`src/rtl/irq_scheduler.sv`:
```
// Single-level interrupt scheduler: latches request pulses, picks the lowest-index
// eligible source, and walks one trap through issue, start, done and service.
module irq_scheduler #(
  parameter int START_TIMEOUT = 4
) (
  input  logic       clk_in,
  input  logic       rst_in,
  input  logic       rdy_in,
  input  logic [7:0] irq_src,
  input  logic [7:0] irq_mask,
  input  logic       global_enable,
  input  logic       trap_busy,
  input  logic       mret_in,
  output logic       interrupt_enable,
  output logic [2:0] interrupt_cause,
  output logic [7:0] pending_out,
  output logic       in_service
);

  localparam int CntW = (START_TIMEOUT < 2) ? 1 : $clog2(START_TIMEOUT + 1);

  typedef enum logic [2:0] {
    IDLE,
    ISSUE,
    WAIT_START,
    WAIT_DONE,
    SERVICE
  } state_e;

  state_e           state_q, state_d;
  logic [7:0]       pending_q, pending_d;
  logic [2:0]       cause_q, cause_d;
  logic [CntW-1:0]  cnt_q, cnt_d;

  logic [7:0]       eligible;
  logic [2:0]       pickIdx;
  logic             anyEligible;

  // Lowest index wins, so scan downward and let the last hit stick.
  always_comb begin
    eligible = pending_q & irq_mask & {8{global_enable}};
    pickIdx  = 3'd0;
    for (int i = 7; i >= 0; i--) begin
      if (eligible[i]) pickIdx = 3'(i);
    end
    anyEligible = |eligible;
  end

  always_comb begin
    state_d   = state_q;
    pending_d = pending_q;
    cause_d   = cause_q;
    cnt_d     = cnt_q;

    if (rdy_in) begin
      unique case (state_q)
        IDLE: begin
          if (anyEligible) begin
            cause_d            = pickIdx;
            pending_d[pickIdx] = 1'b0;
            state_d            = ISSUE;
          end
        end
        ISSUE: begin
          cnt_d   = CntW'(START_TIMEOUT);
          state_d = WAIT_START;
        end
        WAIT_START: begin
          if (trap_busy) begin
            state_d = WAIT_DONE;
          end else if (cnt_q <= CntW'(1)) begin
            // Sequencer never picked the trap up: give the source back.
            pending_d[cause_q] = 1'b1;
            cnt_d              = '0;
            state_d            = IDLE;
          end else begin
            cnt_d = cnt_q - CntW'(1);
          end
        end
        WAIT_DONE: begin
          if (!trap_busy) state_d = SERVICE;
        end
        SERVICE: begin
          if (mret_in) state_d = IDLE;
        end
        default: state_d = IDLE;
      endcase
    end

    // New requests are applied last so a same-cycle set beats an issue clear.
    pending_d = pending_d | irq_src;
  end

  always_ff @(posedge clk_in or posedge rst_in) begin
    if (rst_in) begin
      state_q   <= IDLE;
      pending_q <= '0;
      cause_q   <= '0;
      cnt_q     <= '0;
    end else begin
      state_q   <= state_d;
      pending_q <= pending_d;
      cause_q   <= cause_d;
      cnt_q     <= cnt_d;
    end
  end

  assign interrupt_enable = (state_q == ISSUE);
  assign in_service       = (state_q != IDLE);
  assign interrupt_cause  = cause_q;
  assign pending_out      = pending_q;

endmodule

```
`config.mk`:
```
export PLATFORM = sky130hd
export DESIGN_NAME = irq_scheduler
export DESIGN_NICKNAME = d
export VERILOG_FILES = /design/src/rtl/irq_scheduler.sv
export SDC_FILE = /design/constraint.sdc
export NUM_CORES = 1
export LEC_CHECK = 0
export CAP_MARGIN = 20
export CORE_MARGIN = 2
export CORE_UTILIZATION = 26
export CTS_CLUSTER_SIZE = 16
export DETAILED_ROUTE_END_ITERATION = 8
export MAX_ROUTING_LAYER = met4
export PLACE_DENSITY = 0.56
export SYNTH_ARGS = -nofsm -noshare
export SYNTH_HDL_FRONTEND = slang
export SYNTH_SLANG_ARGS = --single-unit
export TNS_END_PERCENT = 20
```
`constraint.sdc`:
```
create_clock -name clk_in -period 1.4 [get_ports clk_in]
set_input_delay 0.21 -clock clk_in [delete_from_list [all_inputs] [get_ports clk_in]]
set_output_delay 0.21 -clock clk_in [all_outputs]
set_load 0.01 [all_outputs]
```
==> results of run 1 <==
[per-layer routing]
metal / part of all wire / wire length [um]
met5: 0 / 0
met3: 0.030 / 109
met4: 0.0030 / 11
met1: 0.45 / 1629
met2: 0.52 / 1882
[synth_stat cells (3+ instances only)]
cell type  count
nand3b_1       3
nor3_1         5
nand2_1       22
nand3_1        4
nor2_1         9
dfrtp_1       17
nand4b_1       3
o21ai_0        3
inv_1          8
a22oi_1        3
a21oi_1       11
[worst max-delay path, delay by kind of cell (launching register included)]
family	cells	cell delay [ns]
compound gates	1	0.13
flops	1	0.42
simple gates	4	1.02
[repair_timing]
action                                  CTS  global route
gates resized for setup                  40             7
endpoints found under the setup margin   26            16
pin swaps                                 7             4
setup buffers                             3             0
[registers in the layout (all words and copies together), names as in the netlist]
register	flops
pending_out	8
interrupt_cause	3
cnt_q	3
state_q	3
[metrics by stage]
stage          instance area (um2)  utilization
6_report                      1917       0.4792
5_1_grt                       1917       0.4792
4_1_cts                       1897       0.4742
3_5_place_dp                  1783       0.4457
3_3_place_gp                  1783       0.4457
2_1_floorplan                 1101            -
[power by group]
group	internal [mW]	switching, mW	total (mW)
clock	0.202	0.168	0.370
sequential	0.645	0.202	0.847
combinational	0.809	0.703	1.51
total	1.66	1.07	2.73
[layout make-up]
class / count / area (um2)
clock buffer: 4 / 45.04
fill: 390 / 2083
timing repair buffer: 77 / 639.4
sequential: 17 / 432.9
tap: 50 / 62.56
multi-input combinational: 100 / 706.9
inverter: 8 / 30.03
[logic make-up (layout without fill, tap and decap cells)]
kind of cell / Yosys count / in the layout / synth area share
AND/OR/NAND/NOR: 59 / 59 / 0.2819
AO/OA/AOI/OAI: 37 / 37 / 0.2382
flip-flops: 17 / 17 / 0.3913
buffers and inverters: 11 / 89 / 0.04718
adder cells (fa/ha/maj): 2 / 2 / 0.02301
multiplexers: 2 / 2 / 0.01841
[worst paths after layout]
check	startpoint	to	slack, ns	cells after the start
hold / removal	rst_in	pending_out[0]$_DFF_PP0_	0.27	3
hold reg to reg	interrupt_cause[1]$_DFFE_PP0P_	pending_out[0]$_DFF_PP0_	0.58	1
setup reg to reg	state_q[0]$_DFFE_PP0P_	pending_out[3]$_DFF_PP0_	-0.24	5
max in group asynchronous	rst_in	state_q[2]$_DFFE_PP0P_	0.92	3
min in group clk_in	irq_mask[2]	pending_out[2]$_DFF_PP0_	0.45	4
setup / recovery	state_q[0]$_DFFE_PP0P_	pending_out[3]$_DFF_PP0_	-0.24	5
==> results by group, run 1 <==
Outcome
  – Outcome: finished with violations
  – Failing checks: negative setup slack

Logic synthesis
  – Post-synth EDFFs: 0
  – Cell count after synthesis: 128
  – Yosys Warn Count: 0
  – Yosys reg bits: 17
  – Syn nets: 152
  – Synth cell types: 40
  – Top post-synthesis cells by area: dfrtp_1 (39%), nand2_1 (7.6%), a21oi_1 (5.1%)
  – Mean post-synth cell area: 8.494 um2
  – Post-Syn Area: 1087 um2
  – Ys async rst share: 1.000
  – Cell taking the most area after synthesis: dfrtp_1
  – Register area share after synthesis: 0.3913
  – Yosys top cell area share: 0.3913
  – Prevailing post-synth register cell: dfrtp_1

Clock network
  – Clk root buf: clkbuf_8
  – Clock Tree Buf Depth: 2
  – Latest clock arrival within the worst-skew pair: 0.25 ns
  – Sink Count: 17
  – Total CTS buffers: 3
  – TritonCTS clock tree: built
  – CTS clk-pin slew, worst paths: 0.07 ns
  – CTS Hold Bufs: 0
  – H-tree depth: 1

Place
  – RePlAce Congestion: 0.8661
  – Port bufs: 34
  – Cells after DPL: 249
  – DP Worst Slack: -0.4717 ns
  – Post-DP HPWL: 2913 um

Setup path
  – Worst endpoint required time: 1.59 ns
  – Slowest stage delay, CP: 0.43 ns
  – CP endpoint kind: flip-flop
  – Max FO, Critical Path: 4
  – Type of the worst setup path: flip-flop to flip-flop
  – CP max-delay cell: or3b_4
  – CP arrival: 1.82 ns
  – Worst setup SP type: flip-flop
  – Worst path cell trace: or3b_4 -> nor3_4 -> nand3b_1 -> nor3_2 -> a211o_1

Timing
  – RSZ-0062 raised after global routing: true
  – Final Cycle Share: 1.168
  – Final Hold Vio Count: 0
  – Final Max Tran Viols: 0
  – Final min period: 1.636 ns
  – # setup viols final: 12
  – Worst slew margin: 0.7675
  – Layout Skew: 0.001319 ns
  – Sum of negative setup slack: -1.336 ns
  – Final WS setup: -0.2359 ns
  – Fmax: 611.3 MHz
  – Least-Margin Pin Slew: 0.3400 ns
  – Hold_ws: 0.2725 ns

Routing
  – DR vias: 1268
  – Vias/cell: 4.953
  – DRC viols: 0
  – Routed wire per std cell: 14.19 um
  – DRT antenna net count: 0
  – Iteration-0 DRC count of the detailed router: 45
  – Drt total wl: 3633 um
  – Drt first pass iters: 4

Floorplan
  – Die H: 68.67 um
  – Core Area: 4000 um2
  – Starting Density: 0.2718
  – DIE WIDTH: 68.67 um
  – Row count: 23
  – Die area: 4715 um2
  – # IOs: 35

Global route
  – Met1 usage: 0.2008
  – Met2 GRT Util: 0.3029
  – Initial antenna violation count: 0
  – Largest net degree at the start of global routing: 18
  – Total Routing Usage GR: 0.1688
  – Congestion Overflow GR: 0
  – Vias in the first global route: 1278
  – Global-route wire length before repair: 5823 um
  – GR peak layer: met2
  – M3 GR Usage: 0.02922

Finish
  – Number of diodes: 0
  – Nets@finish: 231
  – Synthesis-to-finish area growth: 76.29%
  – Share of layout cells above drive strength 1: 0.3835
  – Most frequent cells in the layout: buf_4 (43), nand2_1 (18), clkdlybuf4s50_1 (18), dlygate4sd2_1 (13), dfrtp_1 (11)
  – Most common cell after layout, fill and taps aside: buf_4
  – Final non-filler cell total: 256

Power
  – Cell area power density: 1424 nW/um2
  – Worst VDD drop: 0.9178 mV
  – Cell leakage power: 0.7954 nW
  – Total power: 2.729 mW

Run
  – MaxCap Viol Count: 0

Min path
  – Hold crit path type: primary input to async pin
Power figures use the tool's default switching activity.
==> run 2, diff against run 1 <==
--- a/config.mk
+++ b/config.mk
@@ -6,12 +6,13 @@
 export NUM_CORES = 1
 export LEC_CHECK = 0
 export CAP_MARGIN = 20
-export CORE_MARGIN = 2
 export CORE_UTILIZATION = 26
 export CTS_CLUSTER_SIZE = 16
 export DETAILED_ROUTE_END_ITERATION = 8
+export GPL_ROUTABILITY_DRIVEN = 1
 export MAX_ROUTING_LAYER = met4
 export PLACE_DENSITY = 0.56
+export SKIP_CTS_REPAIR_TIMING = 1
 export SYNTH_ARGS = -nofsm -noshare
 export SYNTH_HDL_FRONTEND = slang
 export SYNTH_SLANG_ARGS = --single-unit
==> results by group, run 2 (synthesis results as in run 1) <==
Timing
  – # setup viols final: 14
  – Final Hold Vio Count: 0
  – Least-Margin Pin Slew: 0.3410 ns
  – Fmax: 608.0 MHz
  – Layout Skew: 0.008306 ns
  – Worst slew margin: 0.7668
  – Final Max Tran Viols: 0
  – Final min period: 1.645 ns
  – Final Cycle Share: 1.175
  – Final WS setup: -0.2447 ns
  – RSZ-0062 raised after global routing: true

Clock network
  – TritonCTS clock tree: built
  – Latest clock arrival within the worst-skew pair: 0.26 ns
  – Clk root buf: clkbuf_8
  – CTS clk-pin slew, worst paths: 0.08 ns
  – Total CTS buffers: 3
  – Sink Count: 17
  – Clock Tree Buf Depth: 2
  – H-tree depth: 1

Setup path
  – Worst endpoint required time: 1.60 ns
  – Top Family by Delay on Critical Path: simple AND/OR/NAND/NOR gates
  – Worst setup SP type: flip-flop
  – Slowest stage delay, CP: 0.43 ns
  – CP max-delay cell: dfrtp_2
  – Type of the worst setup path: flip-flop to flip-flop
  – Max FO, Critical Path: 4
  – CP arrival: 1.84 ns
  – WP buf/inv: 0
  – Worst path cell trace: or3b_4 -> nor3_4 -> nand3b_1 -> nor4_2 -> a211o_1
  – CP endpoint kind: flip-flop

Power
  – Part of the power in combinational logic: 0.547
  – Seq pwr share: 0.313
  – Cell area power density: 1420 nW/um2
  – Sw power: 1.067 mW
  – Clk pwr share: 0.141
  – Sw Ratio: 0.3923
  – Internal power: 1.653 mW
  – Cell leakage power: 0.8051 nW
  – Total power: 2.721 mW
  – Worst VDD drop: 0.9455 mV

Finish
  – Share of layout cells above drive strength 1: 0.3433
  – Most frequent cells in the layout: buf_4 (38), nand2_1 (21), clkdlybuf4s50_1 (20), dlymetal6s2s_1 (13), a21oi_1 (11)
  – Largest register FFs: 8
  – Number of diodes: 0
  – Fill cells: 386
  – Synthesis-to-finish area growth: 76.18%
  – Nets@finish: 226
  – Most common cell after layout, fill and taps aside: buf_4
  – Layout Utilization: 0.4789
  – Final non-filler cell total: 251
  – Multi-input logic area: 686.9 um2
  – FF/Latch Area: 434.2 um2

Routing
  – Routed wire per std cell: 14.66 um
  – DRT antenna net count: 0
  – Vias/cell: 4.980
  – DR vias: 1250
  – DRC viols: 0
  – Iteration-0 DRC count of the detailed router: 40
  – Drt first pass iters: 4
  – Drt total wl: 3679 um

Global route
  – Global-route wire length before repair: 5630 um
  – Congestion Overflow GR: 0
  – Total Routing Usage GR: 0.1739
  – Vias in the first global route: 1185
  – Largest net degree at the start of global routing: 18
  – Initial antenna violation count: 0

Run
  – MaxCap Viol Count: 0

Place
  – Post-DP HPWL: 2912 um
  – Port bufs: 34
  – RePlAce Congestion: 0.9780
  – Cells after DPL: 245
  – DP Worst Slack: -0.4541 ns

Floorplan
  – Core Area: 4000 um2
  – Starting Density: 0.2718
  – Die H: 66.67 um
  – # IOs: 35
  – Die area: 4444 um2
  – DIE WIDTH: 66.67 um
  – Row count: 23

Outcome
  – Outcome: finished with violations
  – Failing checks: negative setup slack

Min path
  – Hold crit path type: primary input to async pin
run 2: changes by cell type in the layout (fill, tap and decap cells not counted), sizes merged:
cell / before / now
dlygate4sd2: 13 / 0
dlymetal6s2s: 1 / 13
buf: 44 / 39
clkbuf: 5 / 3
clkdlybuf4s50: 18 / 20
clkinvlp: 0 / 1
run 2: final cells by class:
cell class	count	share of cell area
well taps	50	0.03266
multi-input cells	100	0.3586
clock buffers	3	0.02155
clock inverters	1	0.003919
repair buffers	72	0.3410
flip-flops and latches	17	0.2266
inverters	8	0.01568
run 2: final timing paths:
path / startpoint / end / slack [ns] / depth (start not counted)
setup / recovery: state_q[0]$_DFFE_PP0P_ / pending_out[2]$_DFF_PP0_ / -0.24 / 5
hold / removal: rst_in / interrupt_cause[1]$_DFFE_PP0P_ / 0.26 / 3
setup reg to reg: state_q[0]$_DFFE_PP0P_ / pending_out[2]$_DFF_PP0_ / -0.24 / 5
hold reg to reg: interrupt_cause[1]$_DFFE_PP0P_ / pending_out[0]$_DFF_PP0_ / 0.55 / 1
max in group asynchronous: rst_in / state_q[0]$_DFFE_PP0P_ / 0.92 / 3
min in group clk_in: rdy_in / state_q[2]$_DFFE_PP0P_ / 0.32 / 4
run 2: power groups by stage:
stage                     Clock, mW  Sequential, mW  Combinational, mW
after floorplan                   0           0.786              0.704
after global placement            0           0.809               1.36
after detailed placement          0           0.809               1.38
after CTS                     0.391           0.807               1.38
after global routing          0.415           0.873               1.63
final                         0.382           0.850               1.49
run 2: routing by layer:
layer  wire length [um]  track usage  share of wire  vias up
li1                   -            -              -      624
met1               1607       0.2250           0.44      593
met2               1889       0.2891           0.51       31
met3                172      0.03082          0.047        2
met4                 10      0.02394         0.0027        0
met5                  0            -              0        -
run 2: per-stage QoR:
stage          instance area [um2]  TNS [ns]  hold slack (ns)
2_1_floorplan                 1101   -0.5464           0.1359
3_3_place_gp                  1753    -4.655           0.5563
3_5_place_dp                  1753    -4.960           0.5590
4_1_cts                       1802    -3.375           0.2790
5_1_grt                       1916    -2.711           0.3088
6_report                      1916    -1.611           0.2636
run 2: tightest hold or removal path, delay by kind of cell:
kind,cells,cell delay [ns]
buf+inv,3,0.69
